[src/rtl/counter_scheduler.sv]
// counter_scheduler: round-robin time-sharing of one up-counter among NREQ requesters
module counter_scheduler #(
    parameter int NREQ  = 4,
    parameter int WIDTH = 8
) (
    input  logic                  clk,
    input  logic                  reset,
    input  logic [NREQ-1:0]       req,
    input  logic [NREQ*WIDTH-1:0] len,
    output logic [NREQ-1:0]       gnt,
    output logic [NREQ-1:0]       done,
    output logic                  busy,
    output logic                  cnt_reset,
    output logic                  cnt_enable,
    input  logic [WIDTH-1:0]      cnt_value
);
    localparam int IW = $clog2(NREQ);

    typedef enum logic [1:0] {IDLE, CLEAR, RUN, DONE} state_t;

    state_t           state, state_nx;
    logic [IW-1:0]    ptr, owner, pick, cand;
    logic [WIDTH-1:0] len_q;
    logic [WIDTH-1:0] len_a [NREQ];
    logic [NREQ-1:0]  owner_oh;
    logic             found;

    for (genvar g = 0; g < NREQ; g++) begin : g_len
        assign len_a[g] = len[g*WIDTH +: WIDTH];
    end

    assign owner_oh = NREQ'(1) << owner;

    // round-robin search starting just after the previous winner, wrapping once
    always_comb begin
        found = 1'b0;
        pick  = ptr;
        cand  = '0;
        for (int k = 1; k <= NREQ; k++) begin
            cand = IW'((int'(ptr) + k) % NREQ);
            if (!found && req[cand]) begin
                found = 1'b1;
                pick  = cand;
            end
        end
    end

    // state register plus owner/length latch taken at arbitration
    always_ff @(posedge clk) begin
        if (reset) begin
            state <= IDLE;
            ptr   <= IW'(NREQ - 1);
            owner <= '0;
            len_q <= '0;
        end else begin
            state <= state_nx;
            if (state == IDLE && found) begin
                ptr   <= pick;
                owner <= pick;
                len_q <= len_a[pick];
            end
        end
    end

    // next state: an owner dropping req in CLEAR/RUN aborts without a done pulse
    always_comb begin
        state_nx = state;
        unique case (state)
            IDLE:    state_nx = found ? CLEAR : IDLE;
            CLEAR:   state_nx = !req[owner] ? IDLE : (len_q == '0 ? DONE : RUN);
            RUN:     state_nx = !req[owner] ? IDLE : (cnt_value == len_q - 1'b1 ? DONE : RUN);
            DONE:    state_nx = IDLE;
            default: state_nx = IDLE;
        endcase
    end

    // Moore outputs; the counter is also cleared while reset is held
    always_comb begin
        busy       = state != IDLE;
        gnt        = busy ? owner_oh : '0;
        done       = state == DONE ? owner_oh : '0;
        cnt_reset  = reset || state == CLEAR;
        cnt_enable = state == RUN;
    end
endmodule
[config.mk]
export PLATFORM = sky130hd
export DESIGN_NAME = counter_scheduler
export DESIGN_NICKNAME = d
export VERILOG_FILES = /design/src/rtl/counter_scheduler.sv
export SDC_FILE = /design/constraint.sdc
export NUM_CORES = 1
export LEC_CHECK = 0
export ABC_CLOCK_PERIOD_IN_PS = 2600
export BUFFER_PORTS_ARGS = -buffer_cell sky130_fd_sc_hd__buf_2
export CAP_MARGIN = 20
export CORE_UTILIZATION = 48
export DETAILED_ROUTE_END_ITERATION = 8
export GPL_TIMING_DRIVEN = 1
export PLACE_DENSITY = 0.83
export SYNTH_ARGS = -nofsm -noshare
export SYNTH_HDL_FRONTEND = slang
export SYNTH_SLANG_ARGS = --single-unit
[constraint.sdc]
create_clock -name clk -period 2.6 [get_ports clk]
set_clock_uncertainty 0.15 [all_clocks]
set_input_delay 0.26 -clock clk [delete_from_list [all_inputs] [get_ports clk]]
set_output_delay 0.26 -clock clk [all_outputs]
set_load 0.05 [all_outputs]
==> results.yml, run 1 <==
sta:
  finalSetupTns_ns: 0
  relSlewSlack: 0.6166
  min_period_ns: 1.957
  rsz0062_at_grt: "false"
  tightest_slew_ns: 0.5734
  setup-violations-final: 0
  finalHoldViolCount: 0
  slew_violations: 0
  fmax_mhz: 511.1
  fin_crit_sh: 0.7526
synth:
  ys_ff_latch: 14
  synth_edf_count: 0
  syn_area_mm2: 0.001373
  yosys_warnings: 0
  ys_seq_area_frac: 0.2042
  syn-num-nets: 201
  syn-instance-count: 154
  yosys-top-cells-area: "dfxtp_1, a211oi_2, and3_1"
  synth_top_flop_cell: "dfxtp_1"
  synth_largest_area_cell: "dfxtp_1"
  synth_top_area_frac: 0.2042
  yosysUniqueCellTypes: 46
  avgSynthCellArea_um2: 8.913
  synthArstFlopShare: 0
power_and_ir_drop:
  p_per_area_mw_per_mm2: 632.1
  peakVddDrop_mv: 0.4102
  p_leak_nw: 0.7332
route:
  via_per_inst: 5.706
  ant_nets: 0
  vias: 1358
  dr.pass1.iters: 4
  drcViolationCount: 0
  drt_iter0_markers: 30
  post_drt_wl_per_cell_um: 12.62
  routed_wl_um: 3003
final_layout:
  nFillCells: 244
  utilization: 0.6087
  diodes: 0
  layout-drive-gt1-share: 0.4444
  final_cells: 238
  area_growth_pct: 21.24
  nNetsFinal: 256
flow_run:
  cap_violations: 0
critical_path:
  cp.depth: 7
  slowest_delay_ns: 0.48
  crit_type: "reg -> reg"
  crit_path_top_delay_cell: "dfxtp_1"
  cp.arrival_ns: 2.02
  worstPathRequired_ns: 2.67
  critPathMaxFanout: 7
  crit_path_end_kind: "flip-flop"
  worst_path_dominant_cell_family: "flip-flops"
  reg2reg_depth: 7
  crit_chain: "inv_1, ha_1, and2_1, o21ai_0, a31oi_1, nor4_2, o2bb2ai_1"
  critPathBufInv: 1
  start_kind: "flip-flop"
clocking:
  numCtsBuffers: 3
  clk_latency_ns: 0.28
  cts_resized: 0
  ctsRootBufferMaster: "clkbuf_4"
  htreeDepth: 1
  postCtsSetupBuffers: 0
  cts_tree: "done"
  cts.sinks: 14
  clockBufferDepth: 2
  path_clk_slew_ns: 0.08
  ctsHoldBuffers: 0
placed_design:
  dp_cells: 235
  gp_congestion: 0.8383
  dp_hpwl_um: 2517
  port-buffer-count: 56
die:
  fp.dieH_um: 55.48
  core_mm2: 0.002734
  start_util: 0.5021
  die_area_mm2: 0.003077
  rows: 19
  die_x_um: 55.48
  io_pins: 57
global_routing:
  antenna_found_initial: 0
  grt-ovfl-total: 0
  grt_first_pass_wirelength_um: 5202
  grt_pass1_vias: 1198
  grt_usage: 0.2015
  grt_max_degree: 19
status:
  status: "completed"
hold_path:
  hold_path_class: "in -> reg"
  min_path_cells: 3
==> per-layer routing <==
metal,part of all wire,global-route usage,vias up
li1,-,-,701
met1,0.48,0.2770,611
met2,0.48,0.3356,43
met3,0.039,0.02108,3
met4,0.0053,0.05357,0
met5,0,0,-
==> through the flow <==
| stage | hold WS [ns] | setup WS [ns] | power (W) | cell area, um^2 |
|---|---|---|---|---|
| after floorplan | 0.3068 | 0.6386 | 0.0008293 | 1373 |
| after CTS | 0.1559 | 0.6314 | 0.001060 | 1664 |
| after global routing | 0.1540 | 0.5019 | 0.001138 | 1664 |
| after global placement | 0.3776 | 0.6866 | 0.0009260 | 1642 |
| after detailed placement | 0.3810 | 0.6586 | 0.0009400 | 1642 |
| final | 0.1617 | 0.6433 | 0.001052 | 1664 |
==> Yosys cell counts, types with 2 or more instances <==
cell type  instances
nand3b_1           6
nor4_2             2
or3_1              3
nor3_2             2
a211oi_2           8
o31ai_2            6
dfxtp_1           14
nand2b_1           7
a31oi_1            2
nor3_1             5
xor2_1             2
a211oi_1          10
and3_1            16
o31ai_1            2
and2_1             2
nand2_1            3
nand2b_2           2
nor2_1            12
buf_6              4
inv_1              5
o21bai_1           2
clkbuf_1           2
xnor2_1            6
o21ai_0            3
a21oi_1            7
==> sequential cells by signal (all words and copies together), names as in the netlist <==
signal / cells
len_q: 8
owner: 2
ptr: 2
state: 2
==> path summary, 6_finish.rpt <==
kind	end	startpoint	slack [ns]
setup / recovery	state[0]	len_q[0]	0.64
hold / removal	len_q[2]	len[2]	0.16
setup reg to reg	state[0]	len_q[0]	0.64
hold reg to reg	len_q[5]	len_q[5]	0.40
==> cell families after synthesis <==
kind of cell | share of synthesized area
simple gates | 0.3072
compound gates | 0.3491
flops | 0.2042
buf+inv | 0.05560
xor+xnor | 0.05105
mux | 0.02370
fa+ha+maj | 0.009114
==> report_power, final <==
part | switching, W | leakage (nW) | internal (W)
Combinational | 0.000337 | 0.603 | 0.000260
Clock | 0.0000646 | 0.0138 | 0.0000537
Sequential | 0.0000762 | 0.116 | 0.000260
==> placed cells by master (no fill, tap or decap), drive strengths merged, types with 4 or more instances in the layout <==
cell type / instances
and3: 16
buf: 57
o31ai: 9
a21oi: 7
nor2: 14
nor3: 7
inv: 5
xnor2: 6
nand2: 4
o21ai: 4
nand2b: 9
a211oi: 18
dfxtp: 14
nand3b: 6
==> worst reg2reg max path: cells and delay by family, from the launching register on <==
kind,cells,cell delay (ns)
adder cells (fa/ha/maj),1,0.29
flip-flops,1,0.48
AND/OR/NAND/NOR,2,0.47
AO/OA/AOI/OAI,3,0.42
buffers and inverters,1,0.10
==> area by class of cell <==
type | count | area, um^2 | share of cell area
repair buffers | 57 | 287.8 | 0.1729
clock buffers | 3 | 22.52 | 0.01353
flip-flops and latches | 14 | 280.3 | 0.1684
multi-input cells | 128 | 1016 | 0.6105
inverters | 5 | 18.77 | 0.01128
well taps | 31 | 38.79 | 0.02331
No activity file was read; power rests on OpenSTA's default activity.
==> inputs of run 2 (changes only) <==
==> config.mk (replaced) <==
export PLATFORM = sky130hd
export DESIGN_NAME = counter_scheduler
export DESIGN_NICKNAME = d
export VERILOG_FILES = /design/src/rtl/counter_scheduler.sv
export SDC_FILE = /design/constraint.sdc
export NUM_CORES = 1
export LEC_CHECK = 0
export ABC_CLOCK_PERIOD_IN_PS = 1700
export BUFFER_PORTS_ARGS = -buffer_cell sky130_fd_sc_hd__buf_2
export CAP_MARGIN = 20
export CORE_UTILIZATION = 43
export DETAILED_ROUTE_END_ITERATION = 8
export GPL_TIMING_DRIVEN = 1
export PLACE_DENSITY = 0.79
export SYNTH_ARGS = -nofsm -noshare
export SYNTH_HDL_FRONTEND = slang
export SYNTH_SLANG_ARGS = --single-unit
==> constraint.sdc (replaced) <==
create_clock -name clk -period 1.7 [get_ports clk]
set_clock_uncertainty 0.15 [all_clocks]
set_input_delay 0.17 -clock clk [delete_from_list [all_inputs] [get_ports clk]]
set_output_delay 0.17 -clock clk [all_outputs]
set_load 0.05 [all_outputs]
==> run 2 against run 1 <==
Effect of this change:
- the flow now finishes with violations (setup timing)
- first-iteration DRC count increased by 6.7%
- sequential power increased by 48%
- design area increased by 17%
- non-clock buffer count increased by 12
- hold slack got worse by 0.10 ns
- cell count increased by 12%
- highest routed layer unchanged
- count of clock-buffer cells in the layout increased by 1
- utilization increased by 3.6 points
- wire length increased by 29%
- via count increased by 9.8%
==> results.yml, run 2 (synthesis results as in run 1) <==
final_layout:
  nNetsFinal: 271
  area_growth_pct: 42.21
  largest_reg_flops: 8
  final_common_cell: "buf_2"
  mostFrequentLayoutCells: "buf_2, and3_1, a211oi_2, nor2_1, buf_4"
  regMostFlops: "len_q"
  diodes: 0
  layout-drive-gt1-share: 0.5785
clocking:
  path_clk_slew_ns: 0.09
  ctsHoldBuffers: 0
  clk_latency_ns: 0.28
  cts_tree: "done"
  ctsRootBufferMaster: "clkbuf_4"
  htreeDepth: 1
  clockBufferDepth: 2
  numCtsBuffers: 3
  cts.sinks: 14
sta:
  fmax_mhz: 584.3
  relSlewSlack: 0.6914
  timing.hold.ws_ns: 0.05891
  slew_violations: 0
  min_period_ns: 1.711
  finalWorstSetupSlack_ns: -0.01145
  setup-violations-final: 1
  tightest_slew_ns: 0.4613
  rsz0062_at_grt: "true"
  fin_crit_sh: 1.007
  finalHoldViolCount: 0
critical_path:
  crit_type: "reg -> reg"
  slowest_delay_ns: 0.43
  critPathBufInv: 0
  critPathMaxFanout: 6
  worstPathRequired_ns: 1.71
  crit_path_end_kind: "flip-flop"
  worst_path_dominant_cell_family: "compound AO/OA/AOI/OAI gates"
  cp.arrival_ns: 1.72
  start_kind: "flip-flop"
  crit_path_top_delay_cell: "a221o_2"
  crit_chain: "nand2b_4, o21ai_4, a221o_2, a211oi_2, o31ai_1"
die:
  core_mm2: 0.003028
  die_area_mm2: 0.003422
  io_pins: 57
  die_x_um: 58.50
  rows: 20
  fp.dieH_um: 58.50
  start_util: 0.4533
route:
  dr.pass1.iters: 4
  post_drt_wl_per_cell_um: 14.51
  via_per_inst: 5.584
  drcViolationCount: 0
  drt_iter0_markers: 32
  routed_wl_um: 3874
  vias: 1491
  ant_nets: 0
status:
  violations: "setup timing"
  status: "finished, violations left"
global_routing:
  grt_first_pass_wirelength_um: 5616
  grt_usage: 0.2106
  antenna_found_initial: 0
  grt-ovfl-total: 0
  grt_max_degree: 19
  grt_pass1_vias: 1254
power_and_ir_drop:
  finalPower_w: 0.001968
  p_per_area_mw_per_mm2: 1008
  p_leak_nw: 0.8444
  peakVddDrop_mv: 0.5353
placed_design:
  pre_cts_ws_ns: -0.1107
  port-buffer-count: 56
  dp_hpwl_um: 2618
  gp_congestion: 0.8165
hold_path:
  hold_path_class: "in -> reg"
flow_run:
  cap_violations: 0
[run 2: worst paths after layout]
kind	from	end	slack (ns)	cells past startpoint
setup reg to reg	ptr[0]	len_q[6]	-0.01	5
hold / removal	len[2]	len_q[2]	0.06	3
hold reg to reg	len_q[7]	len_q[7]	0.42	2
setup / recovery	ptr[0]	len_q[6]	-0.01	5
[run 2: where the power goes]
group	total [W]	internal, W	switching (W)	leakage, nW
clock	0.000249	0.000130	0.000119	0.0210
sequential	0.000496	0.000403	0.0000928	0.117
combinational	0.00122	0.000552	0.000670	0.706
total	0.00197	0.00109	0.000882	0.844
[run 2: area by class of cell]
cell class / count / area [um^2]
clock buffers: 4 / 36.28
fillers: 262 / 1076
inverters: 5 / 18.77
multi-input cells: 131 / 1169
flip-flops and latches: 14 / 287.8
well taps: 44 / 55.05
repair buffers: 69 / 385.4
[run 2: metrics by stage]
step | TNS (ns) | util | cell area (um^2) | cells
floorplan | -0.08309 | - | 1384 | 154
global placement | -0.3501 | 0.5756 | 1743 | 258
detailed placement | -0.7675 | 0.5756 | 1743 | 258
CTS | 0 | 0.6091 | 1844 | 265
global route | -0.1398 | 0.6446 | 1952 | 267
finish | -0.01145 | 0.6446 | 1952 | 267
[run 2: worst register-to-register path, stage by stage, from the launching register on]
cell,delay [ns]
dfxtp_4,0.40
nand2b_4,0.18
o21ai_4,0.09
a221o_2,0.43
a211oi_2,0.25
o31ai_1,0.10
[run 2: metal layers]
metal	vias up	GRT usage	share of wire
met2	65	0.3383	0.48
met5	-	0	0
met3	12	0.01978	0.058
met1	676	0.2963	0.44
met4	0	0.07143	0.021
li1	738	-	-
[run 2: repair_timing]
item                                    in CTS  in global routing
cloned                                       2                  1
pin swaps                                    4                  8
endpoints found under the setup margin      10                 11
hold endpoints to repair                     0                  0
resized for setup                            8                 23
setup buffers                                1                  1
